File: src/rtl/fib_pkg.sv
// Shared types and constants for the Fibonacci request sequencer.
// FSM state encoding, default widths and requester IDs.
package fib_pkg;

    typedef enum logic [1:0] {
        IDLE = 2'd0,
        RUN  = 2'd1,
        DONE = 2'd2
    } state_t;

    localparam int FIB_WIDTH = 32;
    localparam int FIB_IDX_W = 6;

    localparam logic REQ0 = 1'b0;
    localparam logic REQ1 = 1'b1;

endpackage

File: src/rtl/fib_step_core.sv
// Fibonacci generator datapath with clear/step control.
// Ports: clk, rst (sync, active-high), clr, step -> a = F(k), ovf_a.
module fib_step_core
    import fib_pkg::*;
#(
    parameter int WIDTH = FIB_WIDTH
) (
    input  logic             clk,
    input  logic             rst,
    input  logic             clr,
    input  logic             step,
    output logic [WIDTH-1:0] a,
    output logic             ovf_a
);

    logic [WIDTH-1:0] r_a;
    logic [WIDTH-1:0] r_b;
    logic             r_ovf_a;
    logic             r_ovf_b;
    logic [WIDTH:0]   w_sum;

    // Extra MSB of the sum is the carry out of a+b.
    assign w_sum = {1'b0, r_a} + {1'b0, r_b};

    always_ff @(posedge clk) begin
        if (rst || clr) begin
            r_a     <= '0;
            r_b     <= WIDTH'(1);
            r_ovf_a <= 1'b0;
            r_ovf_b <= 1'b0;
        end else if (step) begin
            r_a     <= r_b;
            r_b     <= w_sum[WIDTH-1:0];
            // ovf_b tracks b = F(k+1); it becomes ovf_a as b moves to a.
            r_ovf_b <= r_ovf_b | w_sum[WIDTH];
            r_ovf_a <= r_ovf_b;
        end
    end

    assign a     = r_a;
    assign ovf_a = r_ovf_a;

endmodule

File: src/rtl/fib_seq_ctrl.sv
// Round-robin request scheduler and sequencer for a shared Fibonacci core.
// Ports: two req valid/ready/n channels, one rsp valid/ready/data/ovf/id, busy.
module fib_seq_ctrl
    import fib_pkg::*;
#(
    parameter int WIDTH = FIB_WIDTH,
    parameter int IDX_W = FIB_IDX_W
) (
    input  logic             clk,
    input  logic             rst,
    input  logic             req0_valid,
    input  logic [IDX_W-1:0] req0_n,
    output logic             req0_ready,
    input  logic             req1_valid,
    input  logic [IDX_W-1:0] req1_n,
    output logic             req1_ready,
    output logic             rsp_valid,
    input  logic             rsp_ready,
    output logic [WIDTH-1:0] rsp_data,
    output logic             rsp_ovf,
    output logic             rsp_id,
    output logic             busy
);

    state_t           r_state;
    state_t           w_next;
    logic [IDX_W-1:0] r_cnt;
    logic             r_id;
    logic             r_last_grant;

    logic             w_gnt_id;
    logic             w_accept;
    logic [IDX_W-1:0] w_n;
    logic             w_clr;
    logic             w_step;
    logic             w_rsp_hs;

    // Tie goes to the requester not served last.
    assign w_gnt_id = (req0_valid && req1_valid) ? ~r_last_grant
                    : (req1_valid ? REQ1 : REQ0);
    assign w_accept = (r_state == IDLE) && (req0_valid || req1_valid);
    assign w_n      = (w_gnt_id == REQ1) ? req1_n : req0_n;
    assign w_rsp_hs = (r_state == DONE) && rsp_ready;

    always_ff @(posedge clk) begin
        if (rst) begin
            r_state <= IDLE;
        end else begin
            r_state <= w_next;
        end
    end

    always_comb begin
        w_next = r_state;
        unique case (r_state)
            IDLE: begin
                if (w_accept) begin
                    w_next = (w_n != '0) ? RUN : DONE;
                end
            end
            RUN: begin
                if (r_cnt == IDX_W'(1)) begin
                    w_next = DONE;
                end
            end
            DONE: begin
                if (rsp_ready) begin
                    w_next = IDLE;
                end
            end
            default: w_next = IDLE;
        endcase
    end

    always_comb begin
        req0_ready = 1'b0;
        req1_ready = 1'b0;
        rsp_valid  = 1'b0;
        busy       = 1'b1;
        w_clr      = 1'b0;
        w_step     = 1'b0;
        unique case (r_state)
            IDLE: begin
                busy       = 1'b0;
                req0_ready = req0_valid && (w_gnt_id == REQ0);
                req1_ready = req1_valid && (w_gnt_id == REQ1);
                w_clr      = w_accept;
            end
            RUN:  w_step    = 1'b1;
            DONE: rsp_valid = 1'b1;
            default: busy   = 1'b1;
        endcase
    end

    always_ff @(posedge clk) begin
        if (rst) begin
            r_cnt        <= '0;
            r_id         <= REQ0;
            r_last_grant <= REQ1;
        end else begin
            if (w_accept) begin
                r_cnt <= w_n;
                r_id  <= w_gnt_id;
            end else if (r_state == RUN) begin
                r_cnt <= r_cnt - IDX_W'(1);
            end
            if (w_rsp_hs) begin
                r_last_grant <= r_id;
            end
        end
    end

    fib_step_core #(
        .WIDTH (WIDTH)
    ) u_core (
        .clk   (clk),
        .rst   (rst),
        .clr   (w_clr),
        .step  (w_step),
        .a     (rsp_data),
        .ovf_a (rsp_ovf)
    );

    assign rsp_id = r_id;

endmodule

File: config.mk
export PLATFORM = sky130hd
export DESIGN_NAME = fib_seq_ctrl
export DESIGN_NICKNAME = d
export VERILOG_FILES = /design/src/rtl/fib_pkg.sv /design/src/rtl/fib_step_core.sv /design/src/rtl/fib_seq_ctrl.sv
export SDC_FILE = /design/constraint.sdc
export NUM_CORES = 1
export LEC_CHECK = 0
export BUFFER_PORTS_ARGS = -buffer_cell sky130_fd_sc_hd__buf_2
export CORE_UTILIZATION = 63
export CTS_CLUSTER_DIAMETER = 40
export DETAILED_ROUTE_END_ITERATION = 10
export GPL_TIMING_DRIVEN = 0
export PLACE_DENSITY = 0.85
export SETUP_SLACK_MARGIN = 0.15
export SLEW_MARGIN = 10
export SYNTH_ARGS = -nofsm -noshare
export SYNTH_HDL_FRONTEND = slang
export SYNTH_SLANG_ARGS = --single-unit
export TNS_END_PERCENT = 5
File: constraint.sdc
create_clock -name clk -period 3.95 [get_ports clk]
set_input_delay 0.9875 -clock clk [delete_from_list [all_inputs] [get_ports clk]]
set_output_delay 0.9875 -clock clk [all_outputs]
set_load 0.1 [all_outputs]
==> Word-level counts from Yosys, hierarchy flattened <==
Index checks and enable logic that the tools add are counted.
Widths: inputs -> output; s select.
{ "word_totals": {"reg_bits": 76, "latchBits": 0, "ramBits": 0, "rom_bits": 0, "inputBits": 17, "output_inout_bits": 38, "mem_count": 0} }
{ "classes": {"n_addsub": 2, "n_mul": 0, "n_div": 0, "order_cmp": 0, "n_eq_ne": 6, "shift": 0, "n_mux": 16, "n_bitwise": 3, "reduce_logical": 11} }
{ "ops": {"columns": ["op", "count"], "rows": [
  ["$add 32x32->33", 1],
  ["$mux 6", 3],
  ["$mux 1", 8],
  ["$mux 2", 4],
  ["$eq 6x1->1 const B", 1],
  ["$ne 2x2->1 const B", 3],
  ["$pmux 2 s3", 1],
  ["$reduce_bool 6->1", 1],
  ["$sub 6x1->6 const B", 1],
  ["$logic_and 1x1->1", 5],
  ["$reduce_and 3->1", 1],
  ["$eq 2x1->1 const B", 1],
  ["$eq 2x2->1 const B", 1],
  ["$logic_not 2->1", 1],
  ["$logic_or 1x1->1", 2],
  ["$not 1->1", 2],
  ["$reduce_bool 2->1", 1],
  ["$or 1x1->1", 1]
]} }

==> Longest topological paths before layout <==
Gate-level depths: netlist of run 1.
{ "logic_depth": {"depth_word": 7, "mapped_depth": 10, "depth_no_buf": 10} }

==> By module <==
A second synthesis of run 1 with hierarchy kept.
{ "hier_totals": {"hier_cells": 569, "area_unflattened_um2": 4793.3} }
{ "modules_own_cells": {"columns": ["module", "n_inst", "cells_per_inst", "area_each_um2", "seq_area_each_um2"], "rows": [
  ["fib_step_core", 1, 487, 4119.0, 1321.3],
  ["fib_seq_ctrl", 1, 82, 674.4, 200.2]
]} }

==> Worst setup path after synthesis of run 1 <==
Ideal clock, no wire load.
{ "synth_timing": {"kind": "input port to output port", "startpoint": "in req1_valid", "endpoint": "out req0_ready", "t_arrival_ps": 2625, "required_time_ps": 2963, "path_slack_ps": 337, "path_stages": 3, "path_buffers": 1, "path_cell_list": "a21boi_1 clkbuf_1 nor2_1"} }
{ "synth_via": {"elab_chain_cells": 5, "word_cells_on_any_way": 6, "classes_between": "mux: 3; bitwise: 1; reduce/logical: 2"} }
{ "synth_lines": {"columns": ["element", "line", "rtl"], "rows": [
  ["start, declared", "fib_seq_ctrl.sv:14", "input logic req1_valid,"],
  ["$mux 1 / $logic_and 1x1->1 (equally long branches)", "fib_seq_ctrl.sv:40, fib_seq_ctrl.sv:39", null],
  ["$mux 1 *", "fib_seq_ctrl.sv:39", "assign w_gnt_id = (req0_valid && req1_valid) ? ~r_last_grant"],
  ["$not 1->1 *", "fib_seq_ctrl.sv:85", "req0_ready = req0_valid && (w_gnt_id == REQ0);"],
  ["$logic_and 1x1->1 *", "fib_seq_ctrl.sv:85", null],
  ["$mux 1 *", "fib_seq_ctrl.sv:82", "unique case (r_state)"],
  ["end, declared", "fib_seq_ctrl.sv:13", "output logic req0_ready,"]
]} }
Every way passes the cells marked *; elsewhere a longest branch is shown, timed or not.

==> Worst setup path in the final report of run 1 <==
{ "layout_timing": {"startpoint": "in req0_valid", "endpoint": "out req1_ready"} }
{ "layout_via": {"elab_chain_cells": 4} }
{ "layout_lines": {"columns": ["element", "line", "rtl"], "rows": [
  ["start, declared", "fib_seq_ctrl.sv:11", "input logic req0_valid,"],
  ["$logic_and 1x1->1", "fib_seq_ctrl.sv:39", null],
  ["$mux 1", "fib_seq_ctrl.sv:39", null],
  ["$logic_and 1x1->1", "fib_seq_ctrl.sv:86", "req1_ready = req1_valid && (w_gnt_id == REQ1);"],
  ["$mux 1", "fib_seq_ctrl.sv:82", null],
  ["end, declared", "fib_seq_ctrl.sv:16", "output logic req1_ready,"]
]} }
Every way passes these cells.

==> metrics.md, run 1 <==
| Metric | Value |
|---|---|
| Global-route wire length before repair | 18900 µm |
| Internal cell power | 0.00132 W |
| Antenna violations before repair | 0 |
| Comb power frac | 0.250 |
| CTS tree | built |
| IO buf count | 54 |
| Die width | a little under 90 µm |
| Crit end category | primary output |
| Sw Ratio | 0.351 |
| Antenna Cells | 0 |
| Part of the cycle the worst path needs | 0.831 |
| Slowest CP cell | clkbuf_1 |
| Worst path required time | 2960 ps |
| Worst setup path endpoint | req1_ready |
| DRT Pass-1 Iters | 5 |
| Overall Global Routing Usage | 0.318 |
| Critical R2R Launch | u_core.a[0]$_SDFFE_PP0P_ |
| Share of cells above drive strength 1 | 0.122 |
| Drt total wl | 11600 µm |
| Root cell of the clock tree | clkbuf_8 |
| Largest net degree at the start of global routing | 13 |
| TNS Setup | 0 ps |
| CP Buf/Inv Count | 4 |
| Startpoint types | primary input |
| Clock sink total | 76 |
| Fmax | 305 MHz |
| Vias | 4506 |
| Post CTS Setup Buffer Count | 0 |
| Hold Fails Final Rpt | 0 |
| HP Class | flop to flop |
| Critical path class | primary input to primary output |
| Ports | between 50 and 60 |
| Max-cap violation count | 0 |
| Switching power | 0.000717 W |
| Clock insertion delay at the later pin of the skew report | 360 ps |
| Area growth syn-to-layout | 13.7% |
| Initial Utilization | 0.662 |
| Commonest non-fill, non-tap cell in the layout | nand2_1 |
| Clock Pin Slew Worst Setup and Hold Paths | 80 ps |
| Post-Syn Instances | 593 |
| Mapped Nets | 645 |
| R2R cell count | 9 |
| P_leak | 2.13 nW |
| Flop2flop setup slack | 1200 ps |
| Critical Path Start | req0_valid |
| Synth area leaders | dfxtp_1 (33%), nand2_1 (11%), a21oi_1 (9.5%), ha_1 (9.3%), xnor2_1 (3.8%) |
| EDFF count, synth | 0 |
| Worst-Margin Slew | roughly 600 ps |
| RSZ-0062 raised after global routing | no |
| Core area | 6910 µm² |
| Final setup skew | 8.10 ps |
| Gr ovfl total | 0 |
| Crit path cell chain | buf_2 > a21boi_1 > clkbuf_1 > nand2_1 > inv_1 > buf_2 |
| Synth Register Bits | 76 |
| Number of hold buffers added after CTS | 0 |
| Synth top area share | 0.333 |
| Resized Gates After CTS | 0 |
| CP Max Fanout | 10 |
| Relative slew slack | 0.604 |
| Vias per cell | 5.94 |
| Critical Path Most Common Cell | buf_2 |
| Clk buf depth | 2 |
| Hold Slack | approximately 470 ps |
| Sequential share of power | 0.408 |
| Top cell type by total area after synthesis | dfxtp_1 |
| Yosys Warn Count | 0 |
| DR iter-0 viols | 285 |
| Worst Path Arrival | 2300 ps |
| H-tree depth | 3 |
| Clock network power share | 0.342 |
| Post-synthesis sequential area ratio | 0.333 |
| Critical path depth in cells | 6 |
| Final Core Density | 0.752 |
| Final Critical Period | roughly 3300 ps |
| Post-synth ARST share | 0 |
| Max IR drop VDD | 0.285 mV |
| TritonCTS buffer count | 9 |
| Mean Syn Cell Area | 7.71 µm² |
| Vias in the first global route | 4159 |
| Detailed Place HPWL | 8390 µm |
| GP Congestion | 0.922 |
| Most used flip-flop cell after synthesis | dfxtp_1 |
| CP delay by family, top | buffers and inverters |
| Setup violators final | 0 |
| Slew Limit Fails | 0 |
| Fin nets | slightly above 700 |
| PwrDens | approximately 390 nW/µm² |
| Rows | 30 |
| Distinct cells, synth | 59 |
| Routed Antenna Nets | 0 |
| Die footprint | 7600 µm² |
| # DRC | 0 |
| RR Endpoint | u_core.r_b[18]$_SDFFE_PP0P_ |
| Routed WL per cell | 15.3 µm |
| Most frequent cells in the layout | nand2_1 (128), a21oi_1 (87), dfxtp_1 (76) |
| Status | finished clean |
| Cell Area, Synth | 4570 µm² |
| DIE HEIGHT | 87.2 µm |
| CP peak stage delay | about 420 ps |
cells in the mapped netlist, drive strengths merged (8+ instances only):
master	count
a21o	8
a21oi	88
a22o	13
clkbuf	28
dfxtp	76
ha	34
inv	8
nand2	128
nand3	11
nand4	8
nor2	42
nor3	8
o21ai	26
xnor2	20
xor2	10
stage by stage:
stage	area [µm²]	instances	setup WS [ps]	total power (W)
final	5200	759	667	0.00204
after global routing	5200	759	532	0.00212
after CTS	5200	759	676	0.00204
after detailed placement	4960	743	678	0.00135
after global placement	4960	743	755	0.00133
after floorplan	4570	593	337	0.00121
cells by family after synthesis:
| kind of cell | after synthesis | synth area share |
|---|---|---|
| fa+ha+maj | 35 | 0.0975 |
| buf+inv | 40 | 0.0348 |
| mux | 7 | 0.0162 |
| xor+xnor | 30 | 0.0575 |
| simple gates | 227 | 0.221 |
| flops | 76 | 0.333 |
| compound gates | 178 | 0.240 |
per-layer routing:
layer  part of all wire  global-route usage  vias to the layer above
met5                  0                   0                        -
met4              0.025               0.125                        0
met3              0.056              0.0389                       30
met2               0.48               0.558                      165
met1               0.44               0.397                     2075
li1                   -                   -                     2236
worst min-delay path by stage:
stage | from | end | slack (ps) | cells after the start
after detailed placement | u_core.ovf_a$_SDFFE_PP0P_ | u_core.ovf_a$_SDFFE_PP0P_ | 460 | 2
after floorplan | u_core.r_ovf_b$_SDFFE_PP0P_ | u_core.ovf_a$_SDFFE_PP0P_ | 440 | 2
after global placement | u_core.r_b[24]$_SDFFE_PP0P_ | u_core.a[24]$_SDFFE_PP0P_ | 460 | 2
after CTS | u_core.ovf_a$_SDFFE_PP0P_ | u_core.ovf_a$_SDFFE_PP0P_ | 470 | 2
after global routing | u_core.a[25]$_SDFFE_PP0P_ | u_core.a[25]$_SDFFE_PP0P_ | 490 | 2
final | u_core.r_ovf_b$_SDFFE_PP0P_ | u_core.ovf_a$_SDFFE_PP0P_ | 470 | 2
layout make-up:
type	instances	area, µm²
clock inverters	3	67.6
plain buffers	32	129
fillers	577	1710
flip-flops and latches	76	1520
multi-input cells	477	2890
repair buffers	54	270
inverters	8	30.0
well taps	96	120
clock buffers	13	169
power by group through the flow:
stage                     combinational, W  clock [W]  sequential [W]
after detailed placement          0.000501          0        0.000849
after CTS                         0.000507   0.000703        0.000832
after global placement            0.000485          0        0.000846
after global routing              0.000549   0.000729        0.000837
after floorplan                   0.000346          0        0.000866
final                             0.000510   0.000697        0.000833
sequential cells by signal, summed over array words and instances, names as in the netlist:
| signal | cells |
|---|---|
| u_core.a | 32 |
| u_core.r_b | 32 |
| r_cnt | 6 |
| r_state | 2 |
| r_last_grant | 1 |
| rsp_id | 1 |
| u_core.ovf_a | 1 |
| u_core.r_ovf_b | 1 |
tightest hold or removal path: cells and delay by family, from the launching register on:
family | cells | cell delay [ps]
compound gates | 1 | 50
simple gates | 1 | 60
flops | 1 | 320
Power figures use the tool's default switching activity.
==> run 2, diff against run 1 <==
Settings changed: CORE_UTILIZATION 63 to 59, PLACE_DENSITY 0.85 to 0.81.
Clock period 3.95 ns to 3.15 ns, I/O delays scaled along.
==> metrics.md, run 2 (synthesized netlist as in run 1, its figures left out) <==
| Metric | Value |
|---|---|
| Status | finished clean (unchanged) |
| GP Congestion | 0.951 (was 0.922) |
| Relative slew slack | 0.616 (was 0.604) |
| Part of the cycle the worst path needs | 0.914 |
| DR iter-0 viols | 220 (was 285) |
| CTS tree | built (unchanged) |
| Hold Slack | 472 ps (was 474 ps) |
| FF+latch area | 1520 µm² (unchanged) |
| Antenna Cells | 0 (unchanged) |
| Inst Count DP | 746 (was 743) |
| IO buf count | 54 (unchanged) |
| Detailed Place HPWL | 8550 µm (was 8390 µm) |
| Total of fill cells in the finished design | 664 (was 577) |
| Max IR drop VDD | 0.231 mV (was 0.285 mV) |
| Initial Utilization | 0.620 (was 0.662) |
| Routed Antenna Nets | 0 (unchanged) |
| Final Critical Period | 2880 ps |
| Startpoint types | primary input (unchanged) |
| Vias in the first global route | 4268 (was 4159) |
| Post CTS Setup Buffer Count | 0 (unchanged) |
| HP Class | flop to flop (unchanged) |
| DRT Pass-1 Iters | 4 (was 5) |
| Worst Path Arrival | 2090 ps (was 2300 ps) |
| RR Endpoint | u_core.r_b[18]$_SDFFE_PP0P_ (unchanged) |
| Gr ovfl total | 0 (unchanged) |
| Global-route wire length before repair | 19100 µm (was 18900 µm) |
| TNS Setup | 0 ps (unchanged) |
| Crit end category | primary output (unchanged) |
| Share of cells above drive strength 1 | 0.122 (unchanged) |
| PwrDens | 487 nW/µm² (was 393 nW/µm²) |
| Vias per cell | 5.89 (was 5.94) |
| Worst path required time | 2360 ps (was 2960 ps) |
| # DRC | 0 (unchanged) |
| Die footprint | 8100 µm² (was 7600 µm²) |
| R2R cell count | 9 (unchanged) |
| Slew Limit Fails | 0 (unchanged) |
| Rows | 31 (was 30) |
| Number of hold buffers added after CTS | 0 (unchanged) |
| Most frequent cells in the layout | nand2_1 (128), a21oi_1 (87), dfxtp_1 (76) (unchanged) |
| Clk buf depth | 2 (unchanged) |
| Critical path class | primary input to primary output (unchanged) |
| Worst setup path endpoint | req1_ready (unchanged) |
| Fin nets | 710 (unchanged) |
| Routed WL per cell | 15.0 µm (was 15.3 µm) |
| Hold Fails Final Rpt | 0 (unchanged) |
| Worst-Margin Slew | 576 ps (was 593 ps) |
| Critical R2R Launch | u_core.a[0]$_SDFFE_PP0P_ (unchanged) |
| Drt total wl | 11400 µm (was 11600 µm) |
| Final setup skew | 10.8 ps (was 8.10 ps) |
| Overall Global Routing Usage | 0.287 (was 0.318) |
| Clock insertion delay at the later pin of the skew report | 360 ps (about the same) |
| Clock sink total | 76 (unchanged) |
| Max-cap violation count | 0 (unchanged) |
| Antenna violations before repair | 0 (unchanged) |
| H-tree depth | 3 (unchanged) |
| Root cell of the clock tree | clkbuf_8 (unchanged) |
| Post-place setup slack | 278 ps (was 678 ps) |
| DIE HEIGHT | 90.0 µm (was 87.2 µm) |
| Fin worst setup slack | 270 ps (was 667 ps) |
| Flop2flop setup slack | 440 ps (was 1200 ps) |
| Layout Cells excl Fill | 762 (was 759) |
| Largest net degree at the start of global routing | 13 (unchanged) |
| P_leak | 2.12 nW (was 2.13 nW) |
| Area growth syn-to-layout | 13.4% (was 13.7%) |
| Core area | 7370 µm² (was 6910 µm²) |
| CP Max Fanout | 10 (unchanged) |
| Setup violators final | 0 (unchanged) |
| Vias | 4489 (was 4506) |
| Critical Path Start | req0_valid (unchanged) |
| Commonest non-fill, non-tap cell in the layout | nand2_1 (unchanged) |
| Resized Gates After CTS | 0 (unchanged) |
| Hold_sp | u_core.r_b[20]$_SDFFE_PP0P_ (was u_core.r_ovf_b$_SDFFE_PP0P_) |
| Fmax | between 300 and 400 MHz |
| TritonCTS buffer count | 9 (unchanged) |
| Die width | 90.0 µm (was 87.2 µm) |
| Ports | 55 (unchanged) |
| Area taken by multi-input logic gates | 2890 µm² (about the same) |
| Clock Pin Slew Worst Setup and Hold Paths | 70 ps (was 80 ps) |
| RSZ-0062 raised after global routing | no (unchanged) |
[run 2: changes by cell type in the layout (fill, tap and decap cells not counted)]
| cell | previous run | this run |
|---|---|---|
| clkinv_2 | 0 | 1 |
| nor2_1 | 41 | 40 |
| clkbuf_1 | 29 | 30 |
| nor2_2 | 1 | 2 |
| clkbuf_8 | 12 | 10 |
[run 2: layer usage]
metal  share of wire  up-vias  wire length, µm  GRT usage
li1                -     2224                -          -
met1            0.45     2122             5180      0.362
met2            0.48      123             5460      0.492
met4           0.020        0              229      0.109
met3           0.047       20              534     0.0448
met5               0        -                0          0
[run 2: layout make-up]
| class | instances | share of cell area |
|---|---|---|
| Buffer | 32 | 0.0249 |
| Clock buffer | 12 | 0.0280 |
| Clock inverter | 4 | 0.0140 |
| Inverter | 8 | 0.00579 |
| Multi-Input combinational cell | 477 | 0.558 |
| Sequential cell | 76 | 0.294 |
| Tap cell | 99 | 0.0239 |
| Timing Repair Buffer | 54 | 0.0521 |
[run 2: per-stage QoR]
step | utilization | power [W] | cell area, µm²
after detailed placement | 0.674 | 0.00169 | 4970
final | 0.703 | 0.00252 | 5180
after CTS | 0.703 | 0.00252 | 5180
after global placement | 0.674 | 0.00167 | 4970
after global routing | 0.703 | 0.00263 | 5180
after floorplan | - | 0.00152 | 4570
[run 2: worst min path at each step]
stage | endpoint | slack, ps | cells after the start
final | u_core.a[20]$_SDFFE_PP0P_ | 470 | 2
after global routing | u_core.a[12]$_SDFFE_PP0P_ | 490 | 2
after CTS | u_core.a[5]$_SDFFE_PP0P_ | 470 | 2
after detailed placement | u_core.a[5]$_SDFFE_PP0P_ | 460 | 2
after global placement | u_core.a[26]$_SDFFE_PP0P_ | 460 | 2
after floorplan | u_core.ovf_a$_SDFFE_PP0P_ | 440 | 2
[run 2: critical path, stage by stage]
cell      delay [ps]
buf_2            110
a21boi_1         130
clkbuf_1         440
nand2_1          140
inv_1             70
buf_2            420
[run 2: where the power goes]
group	switching [W]	leakage, nW	internal [W]
combinational	0.000488	1.40	0.000147
clock	0.000379	0.107	0.000468
sequential	0.0000412	0.615	0.00100
total	0.000908	2.12	0.00162
